<file path="src/rtl/ex_stage_pkg.sv">
// rtl/ex_stage_pkg.sv - shared widths, ALU opcode and shift-type encodings for the execute stage
package ex_stage_pkg;

  localparam int WORD_WIDTH            = 32;
  localparam int REG_FILE_DEPTH        = 4;
  localparam int SIGNED_IMM_WIDTH      = 24;
  localparam int SHIFTER_OPERAND_WIDTH = 12;

  typedef enum logic [3:0] {
    EX_MOV = 4'b0001,
    EX_ADD = 4'b0010,
    EX_ADC = 4'b0011,
    EX_SUB = 4'b0100,
    EX_SBC = 4'b0101,
    EX_AND = 4'b0110,
    EX_ORR = 4'b0111,
    EX_EOR = 4'b1000,
    EX_MVN = 4'b1001
  } ex_cmd_e;

  typedef enum logic [1:0] {
    SHIFT_LSL = 2'b00,
    SHIFT_LSR = 2'b01,
    SHIFT_ASR = 2'b10,
    SHIFT_ROR = 2'b11
  } shift_e;

  typedef struct packed {
    logic n;
    logic z;
    logic c;
    logic v;
  } flags_t;

  // Shift by (32 - n) is out of range when n == 0 and yields 0, so no special case is needed.
  function automatic logic [WORD_WIDTH-1:0] ror32(input logic [WORD_WIDTH-1:0] x,
                                                  input logic [4:0] n);
    return (x >> n) | (x << (6'd32 - {1'b0, n}));
  endfunction

endpackage

</file>
<file path="src/rtl/ex_stage_val2_generator.sv">
// rtl/ex_stage_val2_generator.sv - second ALU operand: rotated immediate, memory offset or shifted Rm
module val2_generator
  import ex_stage_pkg::*;
(
  input  logic [WORD_WIDTH-1:0]            val_rm,
  input  logic [SHIFTER_OPERAND_WIDTH-1:0] shifter_operand,
  input  logic                             imm,
  input  logic                             mem_access,
  output logic [WORD_WIDTH-1:0]            val2
);

  logic [4:0] shift_amt;
  assign shift_amt = shifter_operand[11:7];

  always_comb begin
    val2 = '0;
    if (imm) begin
      val2 = ror32({{(WORD_WIDTH-8){1'b0}}, shifter_operand[7:0]}, {shifter_operand[11:8], 1'b0});
    end else if (mem_access) begin
      val2 = {{(WORD_WIDTH-SHIFTER_OPERAND_WIDTH){1'b0}}, shifter_operand};
    end else begin
      case (shift_e'(shifter_operand[6:5]))
        SHIFT_LSL: val2 = val_rm << shift_amt;
        SHIFT_LSR: val2 = val_rm >> shift_amt;
        SHIFT_ASR: val2 = $unsigned($signed(val_rm) >>> shift_amt);
        default:   val2 = ror32(val_rm, shift_amt);
      endcase
    end
  end

endmodule

</file>
<file path="src/rtl/ex_stage.sv">
// rtl/ex_stage.sv - execute stage: val2, ALU, flags, branch target and EX/MEM register
// Optional operand forwarding muxes are enabled by defining FORWARDING_EN.
module ex_stage
  import ex_stage_pkg::*;
(
  input  logic                             clk,
  input  logic                             rst,
`ifdef FORWARDING_EN
  input  logic [1:0]                       sel_src1,
  input  logic [1:0]                       sel_src2,
  input  logic [WORD_WIDTH-1:0]            mem_fwd_val,
  input  logic [WORD_WIDTH-1:0]            wb_fwd_val,
`endif
  input  logic                             freeze,
  input  logic [WORD_WIDTH-1:0]            pc_in,
  input  logic [WORD_WIDTH-1:0]            val_Rn_in,
  input  logic [WORD_WIDTH-1:0]            val_Rm_in,
  input  logic [SIGNED_IMM_WIDTH-1:0]      signed_immediate_in,
  input  logic [SHIFTER_OPERAND_WIDTH-1:0] shifter_operand_in,
  input  logic [3:0]                       EX_command_in,
  input  logic [REG_FILE_DEPTH-1:0]        reg_file_dst_in,
  input  logic                             mem_read_in,
  input  logic                             mem_write_in,
  input  logic                             WB_en_in,
  input  logic                             Imm_in,
  input  logic                             B_in,
  input  logic                             SR_update_in,
  output logic [WORD_WIDTH-1:0]            alu_result,
  output logic [WORD_WIDTH-1:0]            st_val,
  output logic [REG_FILE_DEPTH-1:0]        dst_out,
  output logic                             mem_read_out,
  output logic                             mem_write_out,
  output logic                             WB_en_out,
  output logic                             branch_taken,
  output logic [WORD_WIDTH-1:0]            branch_addr,
  output logic [3:0]                       status_register
);

  logic [WORD_WIDTH-1:0] op1;
  logic [WORD_WIDTH-1:0] rm_val;
  logic [WORD_WIDTH-1:0] val2;
  logic [WORD_WIDTH-1:0] alu_res;
  logic [WORD_WIDTH:0]   arith_sum;
  logic                  is_arith;
  logic                  is_sub;
  logic                  cmd_valid;
  flags_t                sr_q;
  flags_t                flags_next;

`ifdef FORWARDING_EN
  always_comb begin
    case (sel_src1)
      2'd1:    op1 = mem_fwd_val;
      2'd2:    op1 = wb_fwd_val;
      default: op1 = val_Rn_in;
    endcase
    case (sel_src2)
      2'd1:    rm_val = mem_fwd_val;
      2'd2:    rm_val = wb_fwd_val;
      default: rm_val = val_Rm_in;
    endcase
  end
`else
  assign op1    = val_Rn_in;
  assign rm_val = val_Rm_in;
`endif

  val2_generator u_val2 (
    .val_rm          (rm_val),
    .shifter_operand (shifter_operand_in),
    .imm             (Imm_in),
    .mem_access      (mem_read_in | mem_write_in),
    .val2            (val2)
  );

  // Subtraction is op1 + ~val2 + carry-in, so the 33rd bit is the ARM "not borrow" carry.
  always_comb begin
    alu_res   = '0;
    arith_sum = '0;
    is_arith  = 1'b0;
    is_sub    = 1'b0;
    cmd_valid = 1'b1;
    case (ex_cmd_e'(EX_command_in))
      EX_MOV: alu_res = val2;
      EX_MVN: alu_res = ~val2;
      EX_ADD: begin
        is_arith  = 1'b1;
        arith_sum = {1'b0, op1} + {1'b0, val2};
      end
      EX_ADC: begin
        is_arith  = 1'b1;
        arith_sum = {1'b0, op1} + {1'b0, val2} + {{WORD_WIDTH{1'b0}}, sr_q.c};
      end
      EX_SUB: begin
        is_arith  = 1'b1;
        is_sub    = 1'b1;
        arith_sum = {1'b0, op1} + {1'b0, ~val2} + {{WORD_WIDTH{1'b0}}, 1'b1};
      end
      EX_SBC: begin
        is_arith  = 1'b1;
        is_sub    = 1'b1;
        arith_sum = {1'b0, op1} + {1'b0, ~val2} + {{WORD_WIDTH{1'b0}}, sr_q.c};
      end
      EX_AND: alu_res = op1 & val2;
      EX_ORR: alu_res = op1 | val2;
      EX_EOR: alu_res = op1 ^ val2;
      default: cmd_valid = 1'b0;
    endcase
    if (is_arith) alu_res = arith_sum[WORD_WIDTH-1:0];

    flags_next = sr_q;
    if (cmd_valid) begin
      flags_next.n = alu_res[WORD_WIDTH-1];
      flags_next.z = (alu_res == '0);
      if (is_arith) begin
        flags_next.c = arith_sum[WORD_WIDTH];
        flags_next.v = is_sub
          ? ((op1[WORD_WIDTH-1] != val2[WORD_WIDTH-1]) && (alu_res[WORD_WIDTH-1] != op1[WORD_WIDTH-1]))
          : ((op1[WORD_WIDTH-1] == val2[WORD_WIDTH-1]) && (alu_res[WORD_WIDTH-1] != op1[WORD_WIDTH-1]));
      end
    end
  end

  assign branch_taken = B_in;
  assign branch_addr  = pc_in + {{(WORD_WIDTH-SIGNED_IMM_WIDTH-2){signed_immediate_in[SIGNED_IMM_WIDTH-1]}},
                                 signed_immediate_in, 2'b00};

  always_ff @(posedge clk) begin
    if (rst) begin
      alu_result    <= '0;
      st_val        <= '0;
      dst_out       <= '0;
      mem_read_out  <= 1'b0;
      mem_write_out <= 1'b0;
      WB_en_out     <= 1'b0;
    end else if (!freeze) begin
      alu_result    <= alu_res;
      st_val        <= rm_val;
      dst_out       <= reg_file_dst_in;
      mem_read_out  <= mem_read_in;
      mem_write_out <= mem_write_in;
      WB_en_out     <= WB_en_in;
    end
  end

  always_ff @(posedge clk) begin
    if (rst) begin
      sr_q <= '0;
    end else if (!freeze && SR_update_in) begin
      sr_q <= flags_next;
    end
  end

  assign status_register = sr_q;

endmodule

</file>
<file path="config.mk">
export PLATFORM = sky130hd
export DESIGN_NAME = ex_stage
export DESIGN_NICKNAME = d
export VERILOG_FILES = /design/src/rtl/ex_stage_pkg.sv /design/src/rtl/ex_stage_val2_generator.sv /design/src/rtl/ex_stage.sv
export SDC_FILE = /design/constraint.sdc
export NUM_CORES = 1
export LEC_CHECK = 0
export CAP_MARGIN = 5
export CELL_PAD_IN_SITES_DETAIL_PLACEMENT = 0
export CELL_PAD_IN_SITES_GLOBAL_PLACEMENT = 1
export CORE_MARGIN = 3
export CORE_UTILIZATION = 25
export DETAILED_ROUTE_END_ITERATION = 16
export MAX_ROUTING_LAYER = met4
export PLACE_DENSITY_LB_ADDON = 0.1
export SETUP_SLACK_MARGIN = 0.05
export SLEW_MARGIN = 30
export SYNTH_ARGS = -nofsm -noshare
export SYNTH_HDL_FRONTEND = slang
export SYNTH_HIERARCHICAL = 1
export SYNTH_SLANG_ARGS = --single-unit
</file>
<file path="constraint.sdc">
create_clock -name clk -period 12.15 [get_ports clk]
set_clock_uncertainty 0.05 [all_clocks]
set_input_delay 2.43 -clock clk [delete_from_list [all_inputs] [get_ports clk]]
set_output_delay 2.43 -clock clk [all_outputs]
set_load 0.01 [all_outputs]
</file>
==> metrics.md <==
| Metric | Value |
|---|---|
| # port buffers | `between 200 and 300` |
| Post-cts resize count | `0` |
| Pins over their slew limit | `0` |
| CTS Buf Count | `9` |
| Core area | `about 86000 um^2` |
| Multi-input logic area | `18500 um^2` |
| Min Tclk post-route | `between 10000 and 15000 ps` |
| Cell area after layout | `~26000 um^2` |
| CP Class | `in2reg` |
| ANT nets after route | `0` |
| First-pass GRT wire length | `178000 um` |
| Synth warnings | `6` |
| Gate count after technology mapping | `2863` |
| Reg area | `1500 um^2` |
| Register share of total power | `13.1%` |
| Met1 Resource Use GR | `34.8%` |
| Status | `finished, final reports clean` |
| Worst Path Max Fanout | `40` |
| Worst slew margin | `24.0%` |
| Initial Util | `25.4%` |
| Die Area | `90800 um^2` |
| First-pass DRT Iterations | `6` |
| Most common cell after layout, fill and taps aside | `nor2_1` |
| Hold WC Path Type | `reg2reg` |
| Gr busiest metal | `met2` |
| Flops & latches, synth | `75` |
| # rows | `~110` |
| Sequential area share after synthesis | `6.88%` |
| Req. time, crit path | `12440 ps` |
| Commonest non-fill, non-tap cells in the layout | `nor2_1, clkdlybuf4s50_1, a21oi_1, nand2_1, o21ai_0` |
| MaxCap Viol Count | `0` |
| DR vias/cell | `5.96` |
| Power Density | `81.1 nW/um^2` |
| Initial antenna violation count | `3` |
| Synth cell types | `144` |
| # setup viols final | `0` |
| P_leak | `9.55 nW` |
| # IOs | `257` |
| Largest net degree at the start of global routing | `81` |
| Startpoint class of the critical path | `input port` |
| Main flop type after synthesis | `dfxtp_1` |
| CTS Hold Bufs | `0` |
| Remaining DRCs | `0` |
| Vias in the first global route | `between 20k and 25k` |
| Clock tree buffer depth | `2` |
| Fin. Hold Viols | `0` |
| Worst-margin pin slew | `1130 ps` |
| Detailed placement HPWL | `approximately 97000 um` |
| Post-synth EDFFs | `0` |
| Grt met3 use | `5.08%` |
| Syn_area_per_cell | `approximately 7.6 um^2` |
| Post-CTS setup buffer count | `0` |
| Final TNS setup | `0 ps` |
| H-tree depth | `3` |
| Comb pwr share | `71.6%` |
| Max Freq | `0.0925 GHz` |
| Clock power share | `15.3%` |
| Ratio of cells with drive above 1 in the final layout | `14.0%` |
| Overall Power | `0.00207 W` |
| Placed Area | `25200 um^2` |
| Nets | `3272` |
| Worst EP arrival | `11100 ps` |
| Dpl cells | `4113` |
| Die extent in y | `301 um` |
| IR drop worst, VDD | `0.0896 mV` |
| Register-to-register setup slack | `7610 ps` |
| Starting DRC count in detailed routing | `about 2.4k` |
| Unrepaired setup endpoints after global routing | `no` |
| Post-DR wirelength/cell | `~30 um` |
| GPL Wtd Cong | `0.997` |
| Synth async-reset ratio | `0%` |
| Power Internal | `0.00101 W` |
| Routed WL | `about 120000 um` |
| Worst skew pair latency | `400 ps` |
| Number of fill cells in the layout | `just over 9k` |
| GRT overflow | `0` |
| Tot GR Track Use | `a little over a quarter` |
| Critical path capture point type | `flop` |
| Fin cells | `4133` |
| Routed vias | `~25k` |
| Switching Fraction | `51.0%` |
| CTS tree | `built` |
| Die X | `301 um` |
| Post-Syn Area | `21800 um^2` |
| Psw | `roughly 0.0011 W` |
| Final period util | `89.0%` |
| CTS root buffer | `clkbuf_16` |
| Met2 usage | `43.5%` |
| Syn nets | `3155` |
| Clock sinks | `75` |
| Worst-path clk slew | `roughly 70 ps` |
| P&R area growth vs syn | `17.2%` |
-- worst max-delay path, stage by stage --
cell,delay (ps)
buf_6,350
clkinv_1,230
ha_1,910
buf_4,410
mux4_2,280
a21oi_1,170
nor3_1,510
a2111oi_2,110
a2bb2oi_1,500
inv_1,150
ha_1,680
nor2_1,240
a211o_1,350
a211oi_2,370
and2_4,220
a221oi_2,60
a21o_1,320
nor4_1,600
and3_1,450
nand3_2,260
xnor2_1,210
o21ai_0,190
nor4_2,470
and4_1,250
and4_1,190
a31o_1,140
-- stage by stage --
| step | setup WS (ps) | hold slack (ps) | utilization (%) |
|---|---|---|---|
| finish | 1340 | 413 | 29.8 |
| detailed placement | 1150 | 406 | 29.4 |
| global route | 957 | 449 | 29.8 |
| floorplan | 2890 | 436 | - |
| global placement | 1080 | 405 | 29.4 |
| CTS | 1500 | 414 | 29.8 |
-- Yosys cell counts, types with 70 or more instances --
cell        n  area (um^2)
a21oi_1   207         1040
clkbuf_1  116          435
dfxtp_1    75         1500
ha_1      140         1750
inv_1     113          424
mux2i_1   146         1460
mux4_2     81         1820
nand2_1   199          747
nor2_1    280         1050
nor3_1     70          350
o21ai_0   150          751
xnor2_1   116         1020
-- flip-flops by register name (all words and copies together), names as in the netlist --
signal / flops
WB_en_out: 1
alu_result: 32
dst_out: 4
mem_read_out: 1
mem_write_out: 1
st_val: 32
status_register: 4
-- per-layer routing --
layer  vias up  share of wire [%]  wire length (um)
li1      11000                  -                 -
met1     12300                 43             53600
met2      1118                 46             57200
met3       186                7.4              9240
met4         0                3.7              4560
met5         -                  0                 0
-- final timing paths --
check	start	to	cells after the start
setup / recovery	shifter_operand_in[8]	status_register[2]	26
hold reg to reg	alu_result[11]	alu_result[11]	2
hold / removal	alu_result[11]	alu_result[11]	2
setup reg to reg	status_register[1]	status_register[2]	13
-- power by group through the flow --
| stage | logic, W | clock network [W] | registers, W |
|---|---|---|---|
| 2_1_floorplan | 0.000932 | 0 | 0.000283 |
| 4_1_cts | 0.00146 | 0.000327 | 0.000272 |
| 3_3_place_gp | 0.00146 | 0 | 0.000276 |
| 6_report | 0.00148 | 0.000317 | 0.000271 |
| 3_5_place_dp | 0.00146 | 0 | 0.000277 |
| 5_1_grt | 0.00158 | 0.000335 | 0.000274 |
-- kinds of logic after synthesis --
family	Yosys count	share of synthesized area, %
flops	75	6.88
mux	287	18.4
compound gates	896	29.3
buf+inv	374	8.36
xor+xnor	184	7.53
fa+ha+maj	143	8.31
simple gates	904	21.2
-- layout make-up --
cell class                      instances  area share, %
Antenna cell                            4         0.0392
Clock buffer                           12           1.00
Clock inverter                          4          0.284
Inverter                              127           1.89
Multi-Input combinational cell       2414           72.5
Sequential cell                        75           5.87
Tap cell                             1144           5.60
Timing Repair Buffer                  353           12.8
Note: power is estimated with default switching activity, not from simulation.
